$ cat src/rtl/mem_arbiter_pkg.sv
// Shared definitions for the memory-port arbiter: command encodings, FSM states
// and the registered command bundle driven toward simulated_mem.
package mem_arbiter_pkg;

  localparam logic MEM_CMD_READ  = 1'b0;
  localparam logic MEM_CMD_WRITE = 1'b1;

  // Returned to fetch when memory never answers, so the core executes a NOP.
  localparam logic [31:0] FETCH_TIMEOUT_DATA = 32'h0000_0013;

  typedef enum logic [2:0] {
    ARB_IDLE    = 3'd0,
    ARB_ISSUE_I = 3'd1,
    ARB_ISSUE_D = 3'd2,
    ARB_BUSY_I  = 3'd3,
    ARB_BUSY_D  = 3'd4
  } arb_state_e;

  typedef struct packed {
    logic        cmd;
    logic [31:0] addr;
    logic [31:0] wdata;
    logic [3:0]  mask;
  } mem_cmd_t;

endpackage

$ cat src/rtl/arb_timeout_counter.sv
// Response-timeout counter: counts enabled cycles since the last clear and flags
// when TIMEOUT-1 has been reached. Reusable by later cache controllers.
module arb_timeout_counter #(
  parameter int unsigned TIMEOUT = 64
) (
  input  logic clk,
  input  logic rst,
  input  logic clear_i,
  input  logic enable_i,
  output logic expired_o
);

  localparam int unsigned W = (TIMEOUT > 1) ? $clog2(TIMEOUT) : 1;

  logic [W-1:0] cnt_q, cnt_d;

  assign expired_o = (cnt_q == W'(TIMEOUT - 1));

  always_comb begin
    cnt_d = cnt_q;
    if (clear_i) begin
      cnt_d = '0;
    end else if (enable_i && !expired_o) begin
      cnt_d = cnt_q + W'(1);
    end
  end

  always_ff @(posedge clk) begin
    if (rst) begin
      cnt_q <= '0;
    end else begin
      cnt_q <= cnt_d;
    end
  end

endmodule

$ cat src/rtl/mem_arbiter.sv
// Arbitrates the single simulated memory port between instruction fetch and the
// MEM stage: data first, bounded fetch starvation, one outstanding transaction.
module mem_arbiter
  import mem_arbiter_pkg::*;
#(
  parameter int unsigned STARVE_LIMIT = 4,
  parameter int unsigned TIMEOUT      = 64
) (
  input  logic        clk,
  input  logic        rst,
  input  logic        imem_req_val,
  input  logic [31:0] imem_req_addr,
  output logic        imem_req_rdy,
  output logic        imem_resp_val,
  output logic [31:0] imem_resp_data,
  input  logic        dmem_req_val,
  input  logic        dmem_req_write,
  input  logic [31:0] dmem_req_addr,
  input  logic [31:0] dmem_req_wdata,
  input  logic [3:0]  dmem_req_mask,
  output logic        dmem_req_rdy,
  output logic        dmem_resp_val,
  output logic [31:0] dmem_resp_data,
  output logic        mem_enable,
  output logic        mem_cmd,
  output logic [31:0] mem_addr,
  output logic [31:0] mem_write_data,
  output logic [3:0]  mem_mask,
  input  logic [31:0] mem_load_data,
  input  logic        mem_valid,
  output logic        stall_if,
  output logic        stall_mem,
  output logic        err_timeout
);

  localparam int unsigned SW = $clog2(STARVE_LIMIT + 1);

  arb_state_e    state_q, state_d;
  mem_cmd_t      cmd_q, cmd_d;
  logic [SW-1:0] starve_q, starve_d;
  logic          err_q, err_d;

  logic in_idle, busy, finishing, timer_expired, starve_block;

  assign in_idle   = !rst && (state_q == ARB_IDLE);
  assign busy      = (state_q == ARB_BUSY_I) || (state_q == ARB_BUSY_D);
  assign finishing = mem_valid || timer_expired;

  // Fetch wins only once data has taken STARVE_LIMIT grants back to back.
  assign starve_block = imem_req_val && (starve_q == SW'(STARVE_LIMIT));
  assign dmem_req_rdy = in_idle && dmem_req_val && !starve_block;
  assign imem_req_rdy = in_idle && imem_req_val && !dmem_req_rdy;

  assign stall_if  = !rst && imem_req_val && !imem_resp_val;
  assign stall_mem = !rst && dmem_req_val && !dmem_resp_val;

  assign mem_cmd        = cmd_q.cmd;
  assign mem_addr       = cmd_q.addr;
  assign mem_write_data = cmd_q.wdata;
  assign mem_mask       = cmd_q.mask;
  assign err_timeout    = err_q;

  arb_timeout_counter #(
    .TIMEOUT (TIMEOUT)
  ) u_timeout (
    .clk       (clk),
    .rst       (rst),
    .clear_i   (!busy),
    .enable_i  (busy),
    .expired_o (timer_expired)
  );

  always_ff @(posedge clk) begin
    if (rst) begin
      state_q  <= ARB_IDLE;
      cmd_q    <= '0;
      starve_q <= '0;
      err_q    <= 1'b0;
    end else begin
      state_q  <= state_d;
      cmd_q    <= cmd_d;
      starve_q <= starve_d;
      err_q    <= err_d;
    end
  end

  always_comb begin
    state_d  = state_q;
    cmd_d    = cmd_q;
    starve_d = starve_q;
    err_d    = err_q;
    unique case (state_q)
      ARB_IDLE: begin
        if (dmem_req_rdy) begin
          state_d     = ARB_ISSUE_D;
          cmd_d.cmd   = dmem_req_write;
          cmd_d.addr  = dmem_req_addr;
          cmd_d.wdata = dmem_req_wdata;
          cmd_d.mask  = dmem_req_mask;
          if (!imem_req_val) begin
            starve_d = '0;
          end else if (starve_q != SW'(STARVE_LIMIT)) begin
            starve_d = starve_q + SW'(1);
          end
        end else if (imem_req_rdy) begin
          state_d     = ARB_ISSUE_I;
          cmd_d.cmd   = MEM_CMD_READ;
          cmd_d.addr  = imem_req_addr;
          cmd_d.wdata = '0;
          cmd_d.mask  = '0;
          starve_d    = '0;
        end
      end
      ARB_ISSUE_I: state_d = ARB_BUSY_I;
      ARB_ISSUE_D: state_d = ARB_BUSY_D;
      ARB_BUSY_I, ARB_BUSY_D: begin
        if (finishing) begin
          state_d = ARB_IDLE;
          if (!mem_valid) begin
            err_d = 1'b1;
          end
        end
      end
      default: state_d = ARB_IDLE;
    endcase
  end

  always_comb begin
    mem_enable     = 1'b0;
    imem_resp_val  = 1'b0;
    dmem_resp_val  = 1'b0;
    imem_resp_data = mem_valid ? mem_load_data : FETCH_TIMEOUT_DATA;
    dmem_resp_data = mem_valid ? mem_load_data : '0;
    if (!rst) begin
      unique case (state_q)
        ARB_ISSUE_I, ARB_ISSUE_D: mem_enable    = 1'b1;
        ARB_BUSY_I:               imem_resp_val = finishing;
        ARB_BUSY_D:               dmem_resp_val = finishing;
        default: ;
      endcase
    end
  end

endmodule

$ cat config.mk
export PLATFORM = sky130hd
export DESIGN_NAME = mem_arbiter
export DESIGN_NICKNAME = d
export VERILOG_FILES = /design/src/rtl/mem_arbiter_pkg.sv /design/src/rtl/arb_timeout_counter.sv /design/src/rtl/mem_arbiter.sv
export SDC_FILE = /design/constraint.sdc
export NUM_CORES = 1
export LEC_CHECK = 0
export CAP_MARGIN = 10
export CORE_ASPECT_RATIO = 1.4
export CORE_MARGIN = 10
export CORE_UTILIZATION = 35
export CTS_CLUSTER_DIAMETER = 60
export DETAILED_ROUTE_END_ITERATION = 8
export PLACE_DENSITY = 0.82
export SYNTH_ARGS = -nofsm -noshare
export SYNTH_HDL_FRONTEND = slang
export SYNTH_SLANG_ARGS = --single-unit
$ cat constraint.sdc
create_clock -name clk -period 2.01 [get_ports clk]
set_input_delay 0.402 -clock clk [delete_from_list [all_inputs] [get_ports clk]]
set_output_delay 0.402 -clock clk [all_outputs]
set_load 0.05 [all_outputs]
==> summary.txt <==
Layout Skew -> 0.00749 ns
CORE AREA -> 0.0108 mm^2
WS Path Type -> flip-flop to output pin
leakage -> 0.00309 uW
Die Area -> 0.0156 mm^2
I/O Pins -> 279
path depth of the worst reg2reg path -> 5
Final nets -> 863
initial drt markers -> 219
post-synth top area cell -> dfxtp_1
clk_lat worst skew -> 0.33 ns
cell area after synthesis -> 0.00383 mm^2
unrepaired setup endpoints after global routing -> true
crit path time final -> 2.08 ns
wire per inst -> 20.8 um
area delta synth->final -> 106%
vias in the first global route -> 4,642
reg-to-reg critical path startpoint -> state_q[0]$_SDFFE_PP0P_
placed wire-length estimate -> 14,700 um
start point of the worst hold path -> rst
pre-CTS WS -> -0.147 ns
final non-filler cell total -> 870
worst hold stages -> 2
Mean Syn Cell Area -> 8.22 um^2
pin count of the biggest net entering global routing -> 46
Power Density -> 721 mW/mm^2
register area -> 0.00165 mm^2
post-route antenna net violation count -> 0
busiest grt layer -> met2
Worst-path clk slew -> 0.06 ns
Hold-fix buffers, CTS -> 0
H-tree Lvls -> 3
Synth top area share -> 0.429
CTS tree -> built
Max Fclk -> 481 MHz
number of library cell types mapped by synthesis -> 36
CTS Buf Count -> 9
Critical R2R Capture -> mem_addr[6]$_SDFFE_PP0P_
Initial Util -> 0.356
final setup vio count -> 4
failing checks -> negative setup slack
Post-Syn Nets -> 607
Global Route met2 Usage -> 0.368
Hold EP -> starve_q[1]$_SDFFE_PP0P_
HP Class -> input port to flip-flop
fillers -> 698
startpoint types -> flip-flop
sequential share of the synthesized area -> 0.429
DRT Wirelength -> 18,100 um
first-pass GRT wire length -> 26,700 um
GR Overflow Total -> 0
Sink Count -> 82
layout cells sized above 1 -> 0.254
worst setup slack after layout -> -0.0693 ns
via count -> 4,474
worst slew pin tran -> 0.540 ns
peak supply drop -> 0.806 mV
# DRC -> 0
r2r setup slk -> 0.13 ns
placed insts -> 844
Final Hold Viols -> 0
outcome -> finished, violations left
Worst setup EP type -> output pin
synthesis-stage register bit count -> 82
Port Buffers -> 278
Placer Congestion -> 0.935
CP max FO -> 3
fin. max-slew vios -> 0
M1 GR Usage -> 0.244
Die Y -> 144 um
initial antenna violation count -> 3
clk root buf -> clkbuf_16
Worst EP required -> 1.61 ns
die width -> 108 um
Cell Rows -> 45
yosys warns -> 0
multi-input logic area -> 0.00192 mm^2
synth top area cells -> dfxtp_1 43%, nor2_1 8.1%, a211oi_1 6.3%
slew margin rel. -> 0.639
Post-Synthesis Cells -> 466
grt met3 use -> 0.0968
clk buf depth -> 2
Max-cap violations -> 0
drt pass-1 iters -> 6
DR vias/cell -> 5.14
Final period util -> 1.03
total track usage -> 0.219
Worst EP arrival -> 1.68 ns
## cells in the final DEF, fill, tap and decap left out, types with 4 or more instances in the layout
| master | count |
|---|---|
| buf_12 | 76 |
| nor2_1 | 82 |
| a22oi_2 | 10 |
| nand3_1 | 5 |
| clkdlybuf4s50_1 | 205 |
| clkbuf_16 | 9 |
| nand2_1 | 38 |
| nand2b_1 | 4 |
| a21oi_1 | 36 |
| and2_1 | 4 |
| nor3_1 | 4 |
| and2_2 | 29 |
| dfxtp_1 | 79 |
| buf_4 | 28 |
| a211oi_1 | 32 |
| a22oi_1 | 27 |
## report_power, final
part	total [uW]	internal, uW	switching [uW]	leakage [uW]
registers	1820	1750	69.1	0.000672
logic	2210	965	1240	0.00228
clock network	1670	1000	663	0.000142
## final cells by class
type | instances | share of cell area
Clock buffer | 11 | 0.0307
Sequential cell | 82 | 0.208
Inverter | 5 | 0.00238
Timing Repair Buffer | 313 | 0.484
Tap cell | 141 | 0.0223
Clock inverter | 5 | 0.00793
Antenna cell | 2 | 0.000634
Multi-Input combinational cell | 311 | 0.243
## what timing repair did
item                       in CTS  in global routing
setup endpoints to repair      63                  5
pin swaps                       5                  2
resized for setup              21                  5
gates cloned                    0                  0
buffers inserted                7                  2
hold endpoints to repair        0                  0
## through the flow
stage          total power [uW]  hold slack (ns)   util  instance area, um^2  TNS [ns]
2_1_floorplan              3020            0.454      -                 3890   -0.0809
3_3_place_gp               3990            0.465  0.691                 7430     -3.73
3_5_place_dp               4040            0.489  0.691                 7430     -9.76
4_1_cts                    5730            0.409  0.731                 7860    -0.185
5_1_grt                    5910            0.422  0.734                 7890    -0.423
6_report                   5690            0.419  0.734                 7890    -0.189
## critical path, cell delays in order, from the launching register on
cell and delay [ns]:
dfxtp_2 0.34, ha_4 0.16, and4_4 0.20, a21oi_4 0.16, nor2b_4 0.06, buf_6 0.12
a31oi_4 0.15, buf_12 0.16
## metal layers
| metal | up-vias | routed length [um] | part of all wire |
|---|---|---|---|
| li1 | 2089 | - | - |
| met1 | 2081 | 6870 | 0.38 |
| met2 | 280 | 8790 | 0.49 |
| met3 | 24 | 2150 | 0.12 |
| met4 | 0 | 301 | 0.017 |
| met5 | - | 0 | 0 |
## state kept, by name, indices dropped and copies added (netlist names)
register / flops
err_timeout: 1
mem_addr: 32
mem_cmd: 1
mem_mask: 4
mem_write_data: 32
starve_q: 3
state_q: 3
u_timeout.cnt_q: 6
## worst max path at each step
stage                                         start                   endpoint  cells after the start
floorplan           u_timeout.cnt_q[0]$_SDFFE_PP0P_              imem_resp_val                      5
global placement                       dmem_req_val   mem_addr[2]$_SDFFE_PP0P_                      7
detailed placement                     dmem_req_val  mem_addr[31]$_SDFFE_PP0P_                      7
CTS                 u_timeout.cnt_q[1]$_SDFFE_PP0P_                   stall_if                      7
global route        u_timeout.cnt_q[0]$_SDFFE_PP0P_              dmem_resp_val                      6
finish              u_timeout.cnt_q[1]$_SDFFE_PP0P_                   stall_if                      7
## cell usage after synthesis, drive strengths merged
cell type and number:
nand3 6, inv 5, a22o 2, dfxtp 82, and2 35, a32oi 2
a31oi 3, nand2 38, nand2b 5, o31ai 1, nand3b 1, a22oi 37
xnor2 2, o21ai 3, ha 3, nor3 8, and4 1, or3 3
clkbuf 25, xor2 1, nor2b 4, mux2i 1, a21oi 37, o2bb2ai 1
and3 1, a211oi 32, nor3b 1, nor2 83, buf 43
## cell families after synthesis
| logic type | share of synthesized area |
|---|---|
| AO/OA/AOI/OAI | 0.219 |
| XOR/XNOR | 0.00686 |
| adder cells (fa/ha/maj) | 0.00980 |
| buffers and inverters | 0.109 |
| flip-flops | 0.429 |
| multiplexers | 0.00261 |
| AND/OR/NAND/NOR | 0.224 |
Note: power is estimated with default switching activity, not from simulation.
